==> src/rtl/shift_left.sv <==
`default_nettype none
// ----------------------------------------------------------------------------
// Module      : shift_left
// Description : Registered fixed-distance logical left shift with zero and
//               signed-overflow flags and a copy of the discarded top bits.
// Revision    : 1.0 - initial release
// ----------------------------------------------------------------------------
module shift_left #(
  parameter int WIDTH = 16,
  parameter int SHIFT = 1
) (
  input  logic             clk,
  input  logic             rst,
  input  logic [WIDTH-1:0] input_value,
  output logic [WIDTH-1:0] shifted_value,
  output logic [SHIFT-1:0] shifted_out,
  output logic             zero,
  output logic             overflow
);

  localparam logic [SHIFT-1:0] c_fill = '0;

  logic [WIDTH-1-SHIFT:0] w_kept;
  logic [SHIFT:0]         w_top;
  logic [WIDTH-1:0]       w_shifted;
  logic                   w_zero;
  logic                   w_overflow;

  assign w_kept     = input_value[WIDTH-1-SHIFT:0];
  assign w_shifted  = {w_kept, c_fill};
  assign w_zero     = ~|w_kept;
  // Discarded bits plus the new sign bit must all match the old sign bit.
  assign w_top      = input_value[WIDTH-1:WIDTH-1-SHIFT];
  assign w_overflow = (|w_top) & ~(&w_top);

  always_ff @(posedge clk) begin
    if (rst) begin
      shifted_value <= '0;
      shifted_out   <= '0;
      zero          <= 1'b1;
      overflow      <= 1'b0;
    end else begin
      shifted_value <= w_shifted;
      shifted_out   <= input_value[WIDTH-1:WIDTH-SHIFT];
      zero          <= w_zero;
      overflow      <= w_overflow;
    end
  end

endmodule
`default_nettype wire

==> config.mk <==
export PLATFORM = sky130hd
export DESIGN_NAME = shift_left
export DESIGN_NICKNAME = d
export VERILOG_FILES = /design/src/rtl/shift_left.sv
export SDC_FILE = /design/constraint.sdc
export NUM_CORES = 1
export LEC_CHECK = 0
export ABC_CLOCK_PERIOD_IN_PS = 800
export CORE_MARGIN = 2
export CORE_UTILIZATION = 33
export DETAILED_ROUTE_END_ITERATION = 8
export PLACE_DENSITY = 0.75
export SLEW_MARGIN = 10
export SYNTH_ARGS = -nofsm -noshare
export SYNTH_HDL_FRONTEND = slang
export SYNTH_SLANG_ARGS = --single-unit
export TNS_END_PERCENT = 1
==> constraint.sdc <==
create_clock -name clk -period 0.8 [get_ports clk]
set_input_delay 0.16 -clock clk [delete_from_list [all_inputs] [get_ports clk]]
set_output_delay 0.16 -clock clk [all_outputs]
set_load 0.01 [all_outputs]
==> results of run 1 <==
[metal layers]
layer | vias to the layer above | part of all wire (%)
li1 | 220 | -
met1 | 202 | 39
met2 | 18 | 53
met3 | 0 | 7.6
met4 | 0 | 0
met5 | - | 0
[layout make-up]
cell class,count,area (um^2)
Clock buffer,3,22.5
Fill cell,129,616
Multi-Input combinational cell,24,171
Sequential cell,18,368
Tap cell,16,20.0
Timing Repair Buffer,39,327
[repair_timing]
item,4_1_cts,5_1_grt
hold endpoints to repair,0,0
gates resized for setup,74,12
hold buffers,0,0
pin swaps,1,0
endpoints found under the setup margin,32,19
[power breakdown]
group | total (W) | internal, W | leakage (nW) | switching [W]
Clock | 0.000423 | 0.000174 | 0.0138 | 0.000249
Sequential | 0.000961 | 0.000948 | 0.152 | 0.0000133
Combinational | 0.000261 | 0.000164 | 0.239 | 0.0000972
Total | 0.00165 | 0.00129 | 0.405 | 0.000359
[metrics by stage]
stage                     total power, W  instance area (um^2)
after global routing             0.00172                   908
after global placement           0.00127                   926
after CTS                        0.00164                   863
after detailed placement         0.00127                   926
final                            0.00165                   908
after floorplan                  0.00106                   544
[cell families after synthesis]
kind of cell              count (synthesis)
and+or+nand+nor                          21
DFF                                      18
buffers and inverters                     2
AOI/OAI and AO/OA                         1
xor gates and xnor gates                  1
other                                     1
[sequential cells by signal, summed over array words and instances (netlist names)]
| register | count |
|---|---|
| zero | 1 |
| overflow | 1 |
| shifted_value | 15 |
| shifted_out | 1 |
[final timing paths]
path / end / slack [ns] / cells past startpoint
worst max-delay path: zero / -0.09 / 3
worst min-delay path: shifted_value[11] / 0.35 / 2
[cell usage in the layout, fill, tap and decap left out]
cell type	n
a41o_1	1
and2b_1	2
buf_2	12
buf_4	4
buf_6	6
clkbuf_4	3
clkdlybuf4s50_1	16
conb_1	1
dfxtp_1	12
dfxtp_2	6
dlygate4sd2_1	1
nor2_1	1
nor2b_1	14
nor3_1	1
nor4_2	3
xnor2_1	1
==> impl_metrics.yaml, run 1 <==
cells_and_area:
  fin_util_pct: 59.6
  final-instance-count-excl-fill: 100
  antenna_cells: 0
  layout-drive-gt1-share_pct: 40.5
  syn2layout_area_growth_pct: 66.9
  nets: 104
sta:
  clock.fmax_ghz: 1.13
  layout_setup_ws_ns: -0.0866
  fin_crit_sh_pct: 111
  holdWs_ns: 0.347
  setup_viol: 19
  hold_violations: 0
  fin_setup_tns_ns: -1.38
  slew_viol_final: 0
  layout_min_cycle_time_ns: 0.887
  grt_setup_unrepaired: "true"
run_status:
  status: "finished with violations"
  violations: "setup timing"
critical_path:
  endpoint_kind: "register"
  path_delay_family: "buffers and inverters"
  cp-start-kind: "input port"
  cp.arrival_ns: 1.12
  crit_fanout: 2
  cp_slowest_cell: "clkdlybuf4s50_1"
  path_class: "in2reg"
  crit_path_start: "input_value[9]"
  worst_path_largest_cell_delay_ns: 0.43
  crit_buf_inv: 1
  timing.critical_path.required_ns: 1.03
  crit_chain: "clkdlybuf4s50_1, nor4_2, a41o_1"
clocking:
  clock_tree.root_cell: "clkbuf_4"
  clockBufferDepth: 2
  post_cts_buffers: 0
  cts_buffers: 3
  htreeDepth: 1
  cts_tree: "built"
  cts.clk_slew.worst_paths_ns: 0.09
  clock-sinks: 18
global_route:
  antenna_found_initial: 0
  grt_usage_pct: 12.2
  global_route.usage.met1_pct: 13.3
  grt_start_max_net_pins: 10
  use_met2_pct: 20.9
  met3_usage_pct: 3.27
  overflow: 0
  grt_pass1_vias: 427
  grt_first_pass_wirelength_um: 1740
  top_usage_layer: "met2"
synth:
  ys_async_sr_fraction_pct: 0
  ys_ff_latch: 18
  synthSimpleGateAreaFrac_pct: 26.2
  synth_nets: 62
  synth_top_area_share_pct: 66.2
  synthTopCellsByArea: "dfxtp_1, nor2b_1, nor4_2"
  synth_compound_area_share_pct: 1.84
  ys_top_cells_by_count: "dfxtp_1, nor2b_1, and2b_1, nor4_2"
  synth.most_common_cell: "dfxtp_1"
  yosys.cell_types.count: 12
  synth_xor_xnor_area_share_pct: 1.61
  synth_top_area_cell: "dfxtp_1"
  synth_edf_count: 0
  synth_top_family_by_area: "simple AND/OR/NAND/NOR gates"
  synthMuxAreaShare_pct: 0
  ys_warn_count: 0
  yosys.area_share.adder_pct: 0
  syn_inst: 44
  avgSynthCellArea_um2: 12.4
  netlist_area_um2: 544
  yosysSeqAreaShare_pct: 66.2
  synthFlopType: "dfxtp_1"
placed_design:
  gp_congestion: 0.641
  detailedPlace.worstSlack_ns: -0.385
  port_buffers: 35
  place_hpwl_um: 895
  dp_cells: 97
power:
  p_leak_nw: 0.405
  ir_worst_vdd_v: 0.000958
  powerDensity_mw_per_mm2: 1810
floorplanning:
  dieHeight_um: 44.6
  ios: 37
  die_w_um: 44.6
  core_area_mm2: 0.00152
  num_rows: 14
  dieArea_mm2: 0.00199
  start_util_pct: 35.7
min_path:
  min_path_type: "in2reg"
  hold_start: "rst"
routing:
  wl_per_cell_um: 11.3
  postRouteAntennaNets: 0
  wl_um: 1130
  drtPass1Iterations: 1
  vias_per_cell: 4.40
  drc_errors: 0
  vias: 440
  dr.first_iter.drc_count: 0
job:
  max_cap_viol_count: 0
No activity file was read; power rests on OpenSTA's default activity.
==> run 2: changes to the inputs <==
CTS_CLUSTER_DIAMETER = 60   (was not set)
RECOVER_POWER = 50   (was not set)
==> run 2 against run 1 <==
  * The run still ends with setup timing left
  * Largest cell class unchanged
  * First-iteration DRC count rose by 2
  * Via count fell by 1.4%
  * Combinational power down 3%
  * Total power down 0.50%
  * Hold slack lost 0.012 ns
  * Clock-buffer cell count stayed put
  * Critical path depth did not move
  * Cell area down 0.83%
  * Setup slack worse by 0.0035 ns
  * Cell count is the same
  * Non-clock buffer count unchanged
==> impl_metrics.yaml, run 2 (synthesis gave the netlist of run 1 again) <==
clocking:
  clock_tree.root_cell: "clkbuf_4"
  clockBufferDepth: 2
  clock-sinks: 18
  cts.clk_slew.worst_paths_ns: 0.09
  htreeDepth: 1
  hold_buffers: 0
  cts_buffers: 3
  cts_tree: "built"
  post_cts_buffers: 0
routing:
  drc_errors: 0
  drtPass1Iterations: 2
  wl_um: 1130
  dr.first_iter.drc_count: 2
  vias_per_cell: 4.34
  wl_per_cell_um: 11.3
  postRouteAntennaNets: 0
  vias: 434
placed_design:
  port_buffers: 35
  place_hpwl_um: 895
  dp_cells: 97
  gp_congestion: 0.641
sta:
  fin_setup_tns_ns: -1.45
  layout_setup_ws_ns: -0.0901
  grt_setup_unrepaired: "true"
  layout_min_cycle_time_ns: 0.890
  holdWs_ns: 0.335
  slew_viol_final: 0
  fin_crit_sh_pct: 111
  hold_violations: 0
  setup_viol: 20
  clock.fmax_ghz: 1.12
critical_path:
  cp-start-kind: "input port"
  cp.arrival_ns: 1.12
  timing.critical_path.required_ns: 1.03
  crit_fanout: 3
  endpoint_kind: "register"
  path_class: "in2reg"
power:
  powerDensity_mw_per_mm2: 1820
  ir_worst_vdd_v: 0.000956
  p_leak_nw: 0.398
run_status:
  status: "finished with violations"
  violations: "setup timing"
global_route:
  grt_usage_pct: 12.2
  grt_pass1_vias: 427
  antenna_found_initial: 0
  grt_start_max_net_pins: 10
  overflow: 0
  grt_first_pass_wirelength_um: 1740
cells_and_area:
  regMostFlops: "shifted_value"
  layout_common_cells: "nor2b_1, clkdlybuf4s50_1, buf_2, dfxtp_1"
  largest_reg_flops: 15
  nets: 104
  fin_util_pct: 59.1
  final-instance-count-excl-fill: 100
  final_common_cell: "nor2b_1"
  syn2layout_area_growth_pct: 65.5
  antenna_cells: 0
  layout-drive-gt1-share_pct: 38.1
floorplanning:
  die_w_um: 44.6
  dieArea_mm2: 0.00199
  start_util_pct: 35.7
  core_area_mm2: 0.00152
  dieHeight_um: 44.6
  ios: 37
  num_rows: 14
min_path:
  hold_depth: 2
  min_to: "shifted_value[11]"
  min_path_type: "in2reg"
  hold_start: "rst"
job:
  max_cap_viol_count: 0
run 2: changes by cell type in the layout (fill, tap and decap cells not counted):
cell and change:
clkdlybuf4s50_1 -3, dlygate4sd3_1 +3, clkbuf_1 +2, buf_4 -2
run 2: final cells by class:
class                           instances  area [um^2]
Tap cell                               16         20.0
Multi-Input combinational cell         24          171
Fill cell                             130          623
Clock buffer                            3         22.5
Sequential cell                        18          368
Timing Repair Buffer                   39          319
run 2: worst max-delay path: stages:
cell and delay (ns):
dlygate4sd3_1 0.56, nor3_1 0.21, a41o_1 0.19
run 2: per-stage QoR:
stage / worst slack (ns) / area [um^2] / power (W)
after floorplan: 0.171 / 544 / 0.00106
after global placement: -0.418 / 926 / 0.00127
after detailed placement: -0.385 / 926 / 0.00127
after CTS: -0.102 / 863 / 0.00164
after global routing: -0.128 / 901 / 0.00171
final: -0.0901 / 901 / 0.00164
run 2: worst max path at each step:
| stage | startpoint | endpoint | slack, ns | depth (start not counted) |
|---|---|---|---|---|
| 2_1_floorplan | input_value[8] | zero | 0.17 | 2 |
| 3_3_place_gp | input_value[1] | zero | -0.42 | 3 |
| 3_5_place_dp | input_value[1] | zero | -0.38 | 3 |
| 4_1_cts | shifted_value[11] | shifted_value[11] | -0.10 | 1 |
| 5_1_grt | shifted_value[13] | shifted_value[13] | -0.13 | 1 |
| 6_report | input_value[14] | zero | -0.09 | 3 |
run 2: timing repair:
item,4_1_cts,5_1_grt
gates resized for setup,74,12
pin swaps,1,0
endpoints found under the setup margin,32,19
run 2: routing by layer:
| metal | part of all wire, % | wire, um | vias to the layer above | GRT usage [%] |
|---|---|---|---|---|
| li1 | - | - | 220 | - |
| met1 | 39 | 440 | 196 | 13.3 |
| met2 | 53 | 600 | 18 | 20.9 |
| met3 | 7.6 | 86 | 0 | 3.27 |
| met4 | 0 | 0 | 0 | 7.27 |
| met5 | 0 | 0 | - | 0 |
run 2: power by group:
part	internal (W)	switching, W
combinational	0.000157	0.0000971
clock	0.000174	0.000248
sequential	0.000948	0.0000134
==> run 3: changes to the inputs <==
--- a/constraint.sdc
+++ b/constraint.sdc
@@ -3,2 +3,2 @@
 set_output_delay 0.16 -clock clk [all_outputs]
-set_load 0.01 [all_outputs]
+set_load 0.1 [all_outputs]
==> run 3 against run 2 <==
  * The flow still finishes with violations (setup timing)
  * Utilization rose by 18 points
  * Critical path depth fell by 2
  * Combinational power rose to 3.0 times the previous value
  * Highest routed layer is now met4
==> impl_metrics.yaml, run 3 (synthesis gave the netlist of run 1 again) <==
run_status:
  status: "finished with violations"
  violations: "setup timing"
routing:
  postRouteAntennaNets: 0
  wl_um: 1390
  vias: 455
  drc_errors: 0
  dr.first_iter.drc_count: 1
  drtPass1Iterations: 2
  vias_per_cell: 4.46
  wl_per_cell_um: 13.7
job:
  max_cap_viol_count: 0
clocking:
  htreeDepth: 1
  cts_buffers: 3
  clockBufferDepth: 2
  clock_tree.root_cell: "clkbuf_4"
  clock-sinks: 18
  post_cts_buffers: 0
  cts.clk_slew.worst_paths_ns: 0.10
  hold_buffers: 0
  cts_tree: "built"
placed_design:
  gp_congestion: 0.723
  port_buffers: 35
  dp_cells: 98
  place_hpwl_um: 1120
power:
  pwr-share-seq_pct: 43.4
  clkPwrFrac_pct: 23.8
  p_total_w: 0.00230
  p_leak_nw: 0.492
  switching_power_w: 0.000769
  ir_worst_vdd_v: 0.00132
  p_int_w: 0.00153
  powerDensity_mw_per_mm2: 1950
  power_frac_comb_pct: 32.8
  p_sw_share_pct: 33.5
sta:
  clock.fmax_ghz: 1.02
  hold_violations: 0
  slew_viol_final: 0
  setup_viol: 19
  grt_setup_unrepaired: "true"
  layout_setup_ws_ns: -0.179
  fin_crit_sh_pct: 122
  layout_min_cycle_time_ns: 0.979
global_route:
  grt_usage_pct: 16.4
  grt_pass1_vias: 481
  grt_start_max_net_pins: 11
  antenna_found_initial: 0
  overflow: 0
  grt_first_pass_wirelength_um: 2260
cells_and_area:
  fillers: 95
  fin_util_pct: 77.2
  largest_reg_flops: 15
  multi_input_area_um2: 171
  regMostFlops: "shifted_value"
  antenna_cells: 0
  final-instance-count-excl-fill: 102
  layout-drive-gt1-share_pct: 54.7
  regArea_um2: 383
  layout_common_cells: "dfxtp_2, buf_12, nor2b_1, clkdlybuf4s50_1, dlygate4sd3_1"
  syn2layout_area_growth_pct: 116
  nets: 105
critical_path:
  crit_chain: "buf_12"
  cp.arrival_ns: 0.82
  cp-start-kind: "register"
  cp_slowest_cell: "dfxtp_2"
  timing.critical_path.required_ns: 0.64
  crit_fanout: 1
  path_delay_family: "flip-flops"
  worst_path_largest_cell_delay_ns: 0.36
  crit_buf_inv: 1
  endpoint_kind: "output port"
  path_class: "reg2out"
floorplanning:
  ios: 37
  core_area_mm2: 0.00152
  num_rows: 14
  dieHeight_um: 44.6
  dieArea_mm2: 0.00199
  die_w_um: 44.6
  start_util_pct: 35.7
min_path:
  min_path_type: "in2reg"
-- run 3: changes by cell type in the layout (fill, tap and decap cells not counted), sizes merged --
cell / change
dlygate4sd3: +2
dlymetal6s2s: +1
buf: +2
clkdlybuf4s50: -3
-- run 3: power groups by stage --
stage          Sequential [W]  Combinational, W  Clock (W)
2_1_floorplan         0.00134         0.0000740          0
3_3_place_gp          0.00101          0.000753          0
3_5_place_dp          0.00101          0.000760          0
4_1_cts              0.000997          0.000763   0.000559
5_1_grt               0.00100          0.000773   0.000605
6_report             0.000996          0.000753   0.000547
-- run 3: per-layer routing --
layer,up-vias,GRT usage (%),share of wire [%]
met5,-,0,0
met4,0,9.09,1.7
met2,17,31.6,59
li1,223,-,-
met1,213,16.1,34
met3,2,2.86,4.9
-- run 3: final timing paths --
kind / from / end / cells past startpoint
hold / removal: input_value[14] / shifted_value[15] / 2
setup / recovery: shifted_value[15] / shifted_value[15] / 1
-- run 3: per-stage QoR --
step | hold slack, ns | cell area, um^2 | setup TNS (ns) | worst slack [ns]
finish | 0.191 | 1180 | -3.20 | -0.179
floorplan | 0.232 | 546 | -4.57 | -0.269
global placement | 0.622 | 1110 | -5.52 | -0.399
global route | 0.182 | 1180 | -3.88 | -0.220
CTS | 0.323 | 1180 | -3.24 | -0.192
detailed placement | 0.623 | 1110 | -5.49 | -0.400
-- run 3: repair_timing --
item | 4_1_cts | 5_1_grt
setup endpoints to repair | 29 | 20
resized for setup | 19 | 1
pin swaps | 1 | 2
-- run 3: cell type report --
type	count	area share [%]
Timing Repair Buffer	40	48.1
Clock buffer	4	3.09
Multi-Input combinational cell	24	14.6
Sequential cell	18	32.6
Tap cell	16	1.70
